--- src/rtl/output_unit.sv ---
// Output stage: buffers CPU output bytes in a small FIFO, converts each to
// decimal with a sequential double-dabble engine and streams the digits MSD first.
module output_unit #(
  parameter int DEPTH = 4,
  parameter int W     = 8
) (
  input  logic         clk,
  input  logic         reset,
  input  logic [W-1:0] in,
  input  logic         load,
  output logic [3:0]   digit,
  output logic         digit_valid,
  input  logic         digit_ready,
  output logic         digit_last,
  output logic         full,
  output logic         empty,
  output logic         busy,
  output logic         overflow
);

  localparam int AW = $clog2(DEPTH);
  localparam int CW = AW + 1;

  typedef enum logic [1:0] {IDLE, CONV, EMIT} state_t;

  state_t         state, state_next;
  logic [W-1:0]   mem [DEPTH];
  logic [AW-1:0]  wr_ptr, rd_ptr;
  logic [CW-1:0]  count;
  logic [7:0]     shreg;
  logic [11:0]    bcd, bcd_adj, bcd_shift;
  logic [2:0]     iter;
  logic [1:0]     sel, sel_start;
  logic           push, pop;

  assign full  = (count == CW'(DEPTH));
  assign empty = (count == '0);
  assign busy  = (state != IDLE);
  assign push  = load & ~full;
  assign pop   = (state == IDLE) & ~empty;

  always_ff @(posedge clk) begin
    if (push) mem[wr_ptr] <= in;
  end

  // Pointers wrap naturally because DEPTH is a power of two.
  always_ff @(posedge clk or negedge reset) begin
    if (!reset) begin
      wr_ptr   <= '0;
      rd_ptr   <= '0;
      count    <= '0;
      overflow <= 1'b0;
    end else begin
      if (push) wr_ptr <= wr_ptr + 1'b1;
      if (pop)  rd_ptr <= rd_ptr + 1'b1;
      case ({push, pop})
        2'b10:   count <= count + 1'b1;
        2'b01:   count <= count - 1'b1;
        default: count <= count;
      endcase
      if (load && full) overflow <= 1'b1;
    end
  end

  always_comb begin
    bcd_adj = bcd;
    for (int i = 0; i < 3; i++) begin
      if (bcd[4*i +: 4] >= 4'd5) bcd_adj[4*i +: 4] = bcd[4*i +: 4] + 4'd3;
    end
    bcd_shift = {bcd_adj[10:0], shreg[7]};
    if (bcd_shift[11:8] != 4'd0)     sel_start = 2'd2;
    else if (bcd_shift[7:4] != 4'd0) sel_start = 2'd1;
    else                             sel_start = 2'd0;
  end

  always_ff @(posedge clk or negedge reset) begin
    if (!reset) state <= IDLE;
    else        state <= state_next;
  end

  always_comb begin
    state_next  = state;
    digit       = 4'd0;
    digit_valid = 1'b0;
    digit_last  = 1'b0;
    case (state)
      IDLE: if (!empty) state_next = CONV;
      CONV: if (iter == 3'd7) state_next = EMIT;
      EMIT: begin
        digit_valid = 1'b1;
        case (sel)
          2'd2:    digit = bcd[11:8];
          2'd1:    digit = bcd[7:4];
          default: digit = bcd[3:0];
        endcase
        digit_last = (sel == 2'd0);
        if (digit_ready && sel == 2'd0) state_next = IDLE;
      end
      default: state_next = IDLE;
    endcase
  end

  // sel walks hundreds(2) -> tens(1) -> ones(0) as the sink accepts digits.
  always_ff @(posedge clk or negedge reset) begin
    if (!reset) begin
      shreg <= '0;
      bcd   <= '0;
      iter  <= '0;
      sel   <= '0;
    end else begin
      case (state)
        IDLE: if (pop) begin
          shreg <= mem[rd_ptr];
          bcd   <= '0;
          iter  <= '0;
        end
        CONV: begin
          bcd   <= bcd_shift;
          shreg <= {shreg[6:0], 1'b0};
          iter  <= iter + 1'b1;
          if (iter == 3'd7) sel <= sel_start;
        end
        EMIT: if (digit_ready && sel != 2'd0) sel <= sel - 1'b1;
        default: ;
      endcase
    end
  end

endmodule

--- config.mk ---
export PLATFORM = sky130hd
export DESIGN_NAME = output_unit
export DESIGN_NICKNAME = d
export VERILOG_FILES = /design/src/rtl/output_unit.sv
export SDC_FILE = /design/constraint.sdc
export NUM_CORES = 1
export LEC_CHECK = 0
export ABC_AREA = 1
export BUFFER_PORTS_ARGS = -buffer_cell sky130_fd_sc_hd__buf_2
export CORE_AREA = 2 2 107 109
export CTS_CLUSTER_SIZE = 24
export DETAILED_ROUTE_END_ITERATION = 8
export DIE_AREA = 0 0 109 111
export GPL_ROUTABILITY_DRIVEN = 0
export HOLD_SLACK_MARGIN = 0.1
export SETUP_SLACK_MARGIN = 0.5
export SYNTH_ARGS = -nofsm -noshare
export SYNTH_HDL_FRONTEND = slang
export SYNTH_SLANG_ARGS = --single-unit
--- constraint.sdc ---
create_clock -name clk -period 2.38 [get_ports clk]
set_input_delay 0.119 -clock clk [delete_from_list [all_inputs] [get_ports clk]]
set_output_delay 0.119 -clock clk [all_outputs]
set_load 0.01 [all_outputs]
# Word-level counts from Yosys, hierarchy flattened

Memory sizes are Yosys's and may differ from the RTL's.
Index checks and enable logic that the tools add are counted.

Flip-flop bits (word level): 35
Bits in writable memories: 32
Input bits: 12
Memories kept: 1

$add $sub $neg: 9
$lt $le $gt $ge: 3
Equality and inequality tests: 13
Multiplexer cells: 25
Bitwise operators: 4
Reduce and logical (&&, ||, !) cells: 16

Memory list:

| memory | depth | width | rd ports | clocked after Yosys merged registers in | wr ports | RTL line | source |
|---|---|---|---|---|---|---|---|
| mem    | 4     | 8     | 1        | 0                                       | 1        | 27       | `logic [W-1:0] mem [DEPTH];` |

Operators with widths:

| operator                                                               | number |
|---|---|
| 12-bit one-hot mux with 2 select lines                                 | 1 |
| 8-bit one-hot mux with 2 select lines                                  | 1 |
| 4-bit by 3-bit >= comparator with 1-bit output (second input constant) | 3 |
| 12-bit two-way mux                                                     | 1 |
| 2-bit two-way mux                                                      | 6 |
| 4-bit two-way mux                                                      | 3 |
| 3-bit one-hot mux with 2 select lines                                  | 2 |
| 2-bit != test (second input constant)                                  | 5 |
| 2-bit nonzero test                                                     | 5 |
| 4-bit by 2-bit adder with 4-bit output (second input constant)         | 2 |
| 8-bit two-way mux                                                      | 1 |
| 4-bit one-hot mux with 2 select lines                                  | 1 |
| 4-bit nonzero test                                                     | 2 |
| 3-bit by 1-bit adder with 3-bit output (second input constant)         | 2 |
| 2-bit by 1-bit equality test with 1-bit output (second input constant) | 3 |
| 2-bit equality test (second input constant)                            | 3 |
| 3-bit equality test (second input constant)                            | 2 |
| 3-bit two-way mux                                                      | 2 |
| 2-bit one-hot mux with 3 select lines                                  | 1 |
| 3-bit AND reduction                                                    | 2 |
| 1-bit two-way mux                                                      | 5 |
| 2-bit by 1-bit adder with 2-bit output (second input constant)         | 2 |
| 2-bit zero test                                                        | 2 |
| 2-bit one-hot mux with 2 select lines                                  | 1 |
| other kinds (8)                                                        | 12 |

# Longest topological paths before layout

Depth in word-level cells: 7
Gate-level depth with buffers: 11
Mapped depth without buffers: 11

# Least setup slack after synthesis

OpenSTA, ideal clock, no wires.

Path type: register to register
Start: reg state[1]
End: reg count[2]
Library setup time: 131 ps
Data arrival time: 1896 ps
Data required time: 2249 ps
Setup slack: 353 ps
Cell stages (with the launch flop): 11
Clock period less this slack: 2027 ps
Cell sequence: dfrtp_1 -> inv_1 -> nand2_1 -> nor2_2 -> buf_2 -> ha_1 -> inv_1 -> fa_1 -> a21oi_1 -> o21ai_0 -> xor2_1

Cells in the longest elaborated chain, start to end: 4
Elaborated cells between the ends (all ways): 6

RTL lines:

| item                                                                                  | RTL line | source |
|---|---|---|
| from (decl)                                                                           | 26       | `state_t state, state_next;` |
| from (signal assigned)                                                                | 78       | `else state <= state_next;` |
| 2-bit zero test (*)                                                                   | 40       | `assign pop = (state == IDLE) & ~empty;` |
| 1-bit AND (*)                                                                         | 40       |  |
| via pop                                                                               | 34       | `logic push, pop;` |
| 2-bit by 1-bit equality test with 1-bit output or 2-bit equality test (tied branches) | 56       | `case ({push, pop})` |
| 3-bit one-hot mux with 2 select lines or 2-bit nonzero test (tied branches)           | --       |  |
| to (signal assigned)                                                                  | 57       | `2'b10: count <= count + 1'b1;` |
| to (signal assigned)                                                                  | 58       | `2'b01: count <= count - 1'b1;` |
| to (signal assigned)                                                                  | 59       | `default: count <= count;` |
| to (decl)                                                                             | 29       | `logic [CW-1:0] count;` |

The timed path passes the listed nets; every way through them passes the cells marked *.
A chain may end at the register's enable or synchronous reset.

# Worst setup path in the final report

Start: reg count[0]
End: reg count[2]

Cells in the longest elaborated chain, start to end: 5
Elaborated cells between the ends (all ways): 12

RTL lines:

| item                                                                                  | RTL line |
|---|---|
| 3-bit equality test or 3-bit zero test (tied branches)                                | 36, 37 |
| 1-bit NOT (on tied branches)                                                          | 39, 40 |
| 1-bit AND (on tied branches)                                                          | 39, 40 |
| 2-bit by 1-bit equality test with 1-bit output or 2-bit equality test (tied branches) | 56 |
| 3-bit one-hot mux with 2 select lines or 2-bit nonzero test (tied branches)           | -- |

Several ways; a longest one is shown, not always the timed one.

==> results.yml <==
layout:
  diodes: 0
  fin_util_pct: 36.1
  layout.nets: 396
  area_growth_pct: 25.3
  layout_commonest_cell: "nand2_1"
  final_cells: 515
  final_cell_mix: "nand2_1, dfrtp_1, nor2_1, edfxtp_1, inv_1"
  drive_gt1_share_pct: 19.9
job:
  maxCapViolCount: 0
yosys:
  synth_async_sr_flop_share_pct: 52.2
  yosysTopAreaCellShare_pct: 30.1
  syn_area_per_cell_um2: 10.0
  syn-cell-area_um2: 3200
  yosysTopAreaCell: "edfxtp_1"
  synth_cells: 319
  synth_seq_area_share_pct: 57.5
  synth_cell_types: 34
  synth_ff_type: "dfrtp_1"
  ys_top_cells_by_area: "edfxtp_1, dfrtp_1, ha_1"
  synth-seq-cells: 67
  ys_warn_count: 0
  synth.net_count: 348
  synth-edff-count: 32
grt:
  track_usage_pct: 11.8
  antenna_found_initial: 0
  grt-ovfl-total: 0
  grt_max_degree: 36
  grt_pass1_vias: 2320
  grt_first_pass_wirelength_um: 11000
power_and_ir_drop:
  powerDensity_nw_per_um2: 1430
  peakVddDrop_mv: 0.884
  p_leak_uw: 0.00173
  total_power_uw: 5710
detailed_routing:
  vias: 2381
  route.detailed.drc: 0
  wl_per_cell_um: 12.8
  viasPerCell: 4.62
  wl_um: 6590
  first_pass_iters: 6
  dr.first_iter.drc_count: 163
  ant_nets: 0
timing:
  tns_ns: 0
  hold_viol_final: 0
  fmax_mhz: 528
  rsz0062_at_grt: "yes"
  relSlewSlack_pct: 44.1
  finalSetupViolCount: 0
  post-route-period-util_pct: 79.5
  fin_crit_ns: 1.89
  fin_skew_ns: 0.00572
  worst_pin_slew_ns: 0.838
  slew_viol_final: 0
clocking:
  clock_sinks: 67
  cts_buffer_depth: 2
  htree_levels: 3
  cts_tree: "built"
  clkTransAtPathRegs_ns: 0.06
  cts_root_buf: "clkbuf_16"
  clkLatencyLatePin_ns: 0.34
  cts_buffers: 9
die:
  ioPinCount: 22
  fp.dieH_um: 111
  core_um2: 11100
  num_rows: 39
  dieArea_um2: 12100
  die_w_um: 109
  start_util_pct: 28.8
critical_path:
  cp-start-kind: "flip-flop"
  setup.worst_path.end_class: "flip-flop"
  reg2reg_depth: 9
  cp_max_fo: 8
  crit_required_ns: 2.59
  path_buf_inv: 2
  reg2reg_to: "count[2]"
  reg2reg_from: "count[0]"
  rrSetupSlack_ns: 0.49
  crit_type: "flip-flop to flip-flop"
  worstPathCellList: "nor3_4, inv_2, nand2_4, ha_1, inv_1, fa_2, a21oi_1, o21ai_1, xor2_1"
  slowest_delay_ns: 0.44
  cp.arrival_ns: 2.11
  cp_top_family: "adder cells"
  crit_slowest_cell: "dfrtp_2"
hold_path:
  min_to: "state[1]"
  hold_path_depth: 4
  hold_path_class: "input pin to flip-flop"
  hold_start: "digit_ready"
placement:
  io_buffers: 21
  hpwl_um: 4340
  place_inst: 481
status:
  status: "finished clean"
==> what timing repair did <==
item | CTS | global route
endpoints found under the hold margin | 68 | 0
hold buffers | 10 | 0
pin swaps | 1 | 2
setup endpoints to repair | 4 | 18
setup buffers | 1 | 7
gates resized for setup | 2 | 6
==> cell families (layout without fill, tap and decap cells) <==
family / count (synthesis) / count (layout) / synth area share (%)
AND/OR/NAND/NOR: 110 / 110 / 15.0
adder cells (fa/ha/maj): 17 / 17 / 6.89
buffers and inverters: 49 / 102 / 6.26
AO/OA/AOI/OAI: 71 / 71 / 13.0
flip-flops: 67 / 67 / 57.5
XOR/XNOR: 5 / 5 / 1.37
==> flip-flops by register name (all words and copies together), names as in the netlist <==
register and cells:
rd_ptr 2, count 3, overflow 1, state 2, shreg 8, wr_ptr 2
mem 32, bcd 12, sel 2, iter 3
==> metrics by stage <==
| stage | setup slack, ns | hold WS [ns] | cell area, µm² |
|---|---|---|---|
| 3_3_place_gp | 0.302 | 0.253 | 3490 |
| 3_5_place_dp | 0.205 | 0.271 | 3490 |
| 5_1_grt | 0.330 | 0.231 | 4000 |
| 4_1_cts | 0.450 | 0.198 | 3930 |
| 6_report | 0.487 | 0.211 | 4000 |
| 2_1_floorplan | 0.508 | -0.177 | 3220 |
==> worst reg2reg max path: stages (launching register included) <==
cell	delay, ns
dfrtp_2	0.44
nor3_4	0.22
inv_2	0.06
nand2_4	0.11
ha_1	0.15
inv_1	0.07
fa_2	0.34
a21oi_1	0.15
o21ai_1	0.10
xor2_1	0.15
==> layout make-up <==
class | count | area (µm²)
Timing Repair Buffer | 44 | 303
Tap cell | 143 | 179
Inverter | 42 | 160
Multi-Input combinational cell | 203 | 1200
Clock buffer | 10 | 229
Fill cell | 1091 | 7070
Sequential cell | 67 | 1840
Clock inverter | 6 | 95.1
==> worst max path at each step <==
| stage | from | endpoint | slack, ns | cells past startpoint |
|---|---|---|---|---|
| global placement | state[1] | count[2] | 0.30 | 9 |
| detailed placement | count[1] | count[2] | 0.20 | 8 |
| CTS | count[2] | count[2] | 0.45 | 10 |
| floorplan | count[2] | count[2] | 0.51 | 10 |
| finish | count[0] | count[2] | 0.49 | 9 |
| global route | count[2] | count[2] | 0.33 | 10 |
==> synthesized netlist by cell type, types with 3 or more instances <==
| library cell | n |
|---|---|
| xor2_1 | 4 |
| edfxtp_1 | 32 |
| inv_1 | 34 |
| dfrtp_1 | 35 |
| o22ai_1 | 13 |
| nor2_1 | 32 |
| inv_2 | 8 |
| nand2_1 | 53 |
| a211oi_1 | 3 |
| a221oi_1 | 4 |
| nand4_1 | 4 |
| o21ai_0 | 24 |
| buf_2 | 4 |
| ha_1 | 16 |
| o21ai_1 | 13 |
| a21oi_1 | 8 |
| nand3_1 | 11 |
==> routing by layer <==
layer	part of all wire (%)	track usage, %	vias up
met4	1.6	5.13	0
met3	4.7	4.23	10
met2	47	17.7	48
li1	-	-	1184
met5	0	0	-
met1	47	15.3	1139
==> power by group <==
group	switching, µW	internal, µW	leakage (µW)
clock network	514	930	0.000158
logic	1390	927	0.000859
registers	314	1630	0.000716
No activity file was read; power rests on OpenSTA's default activity.
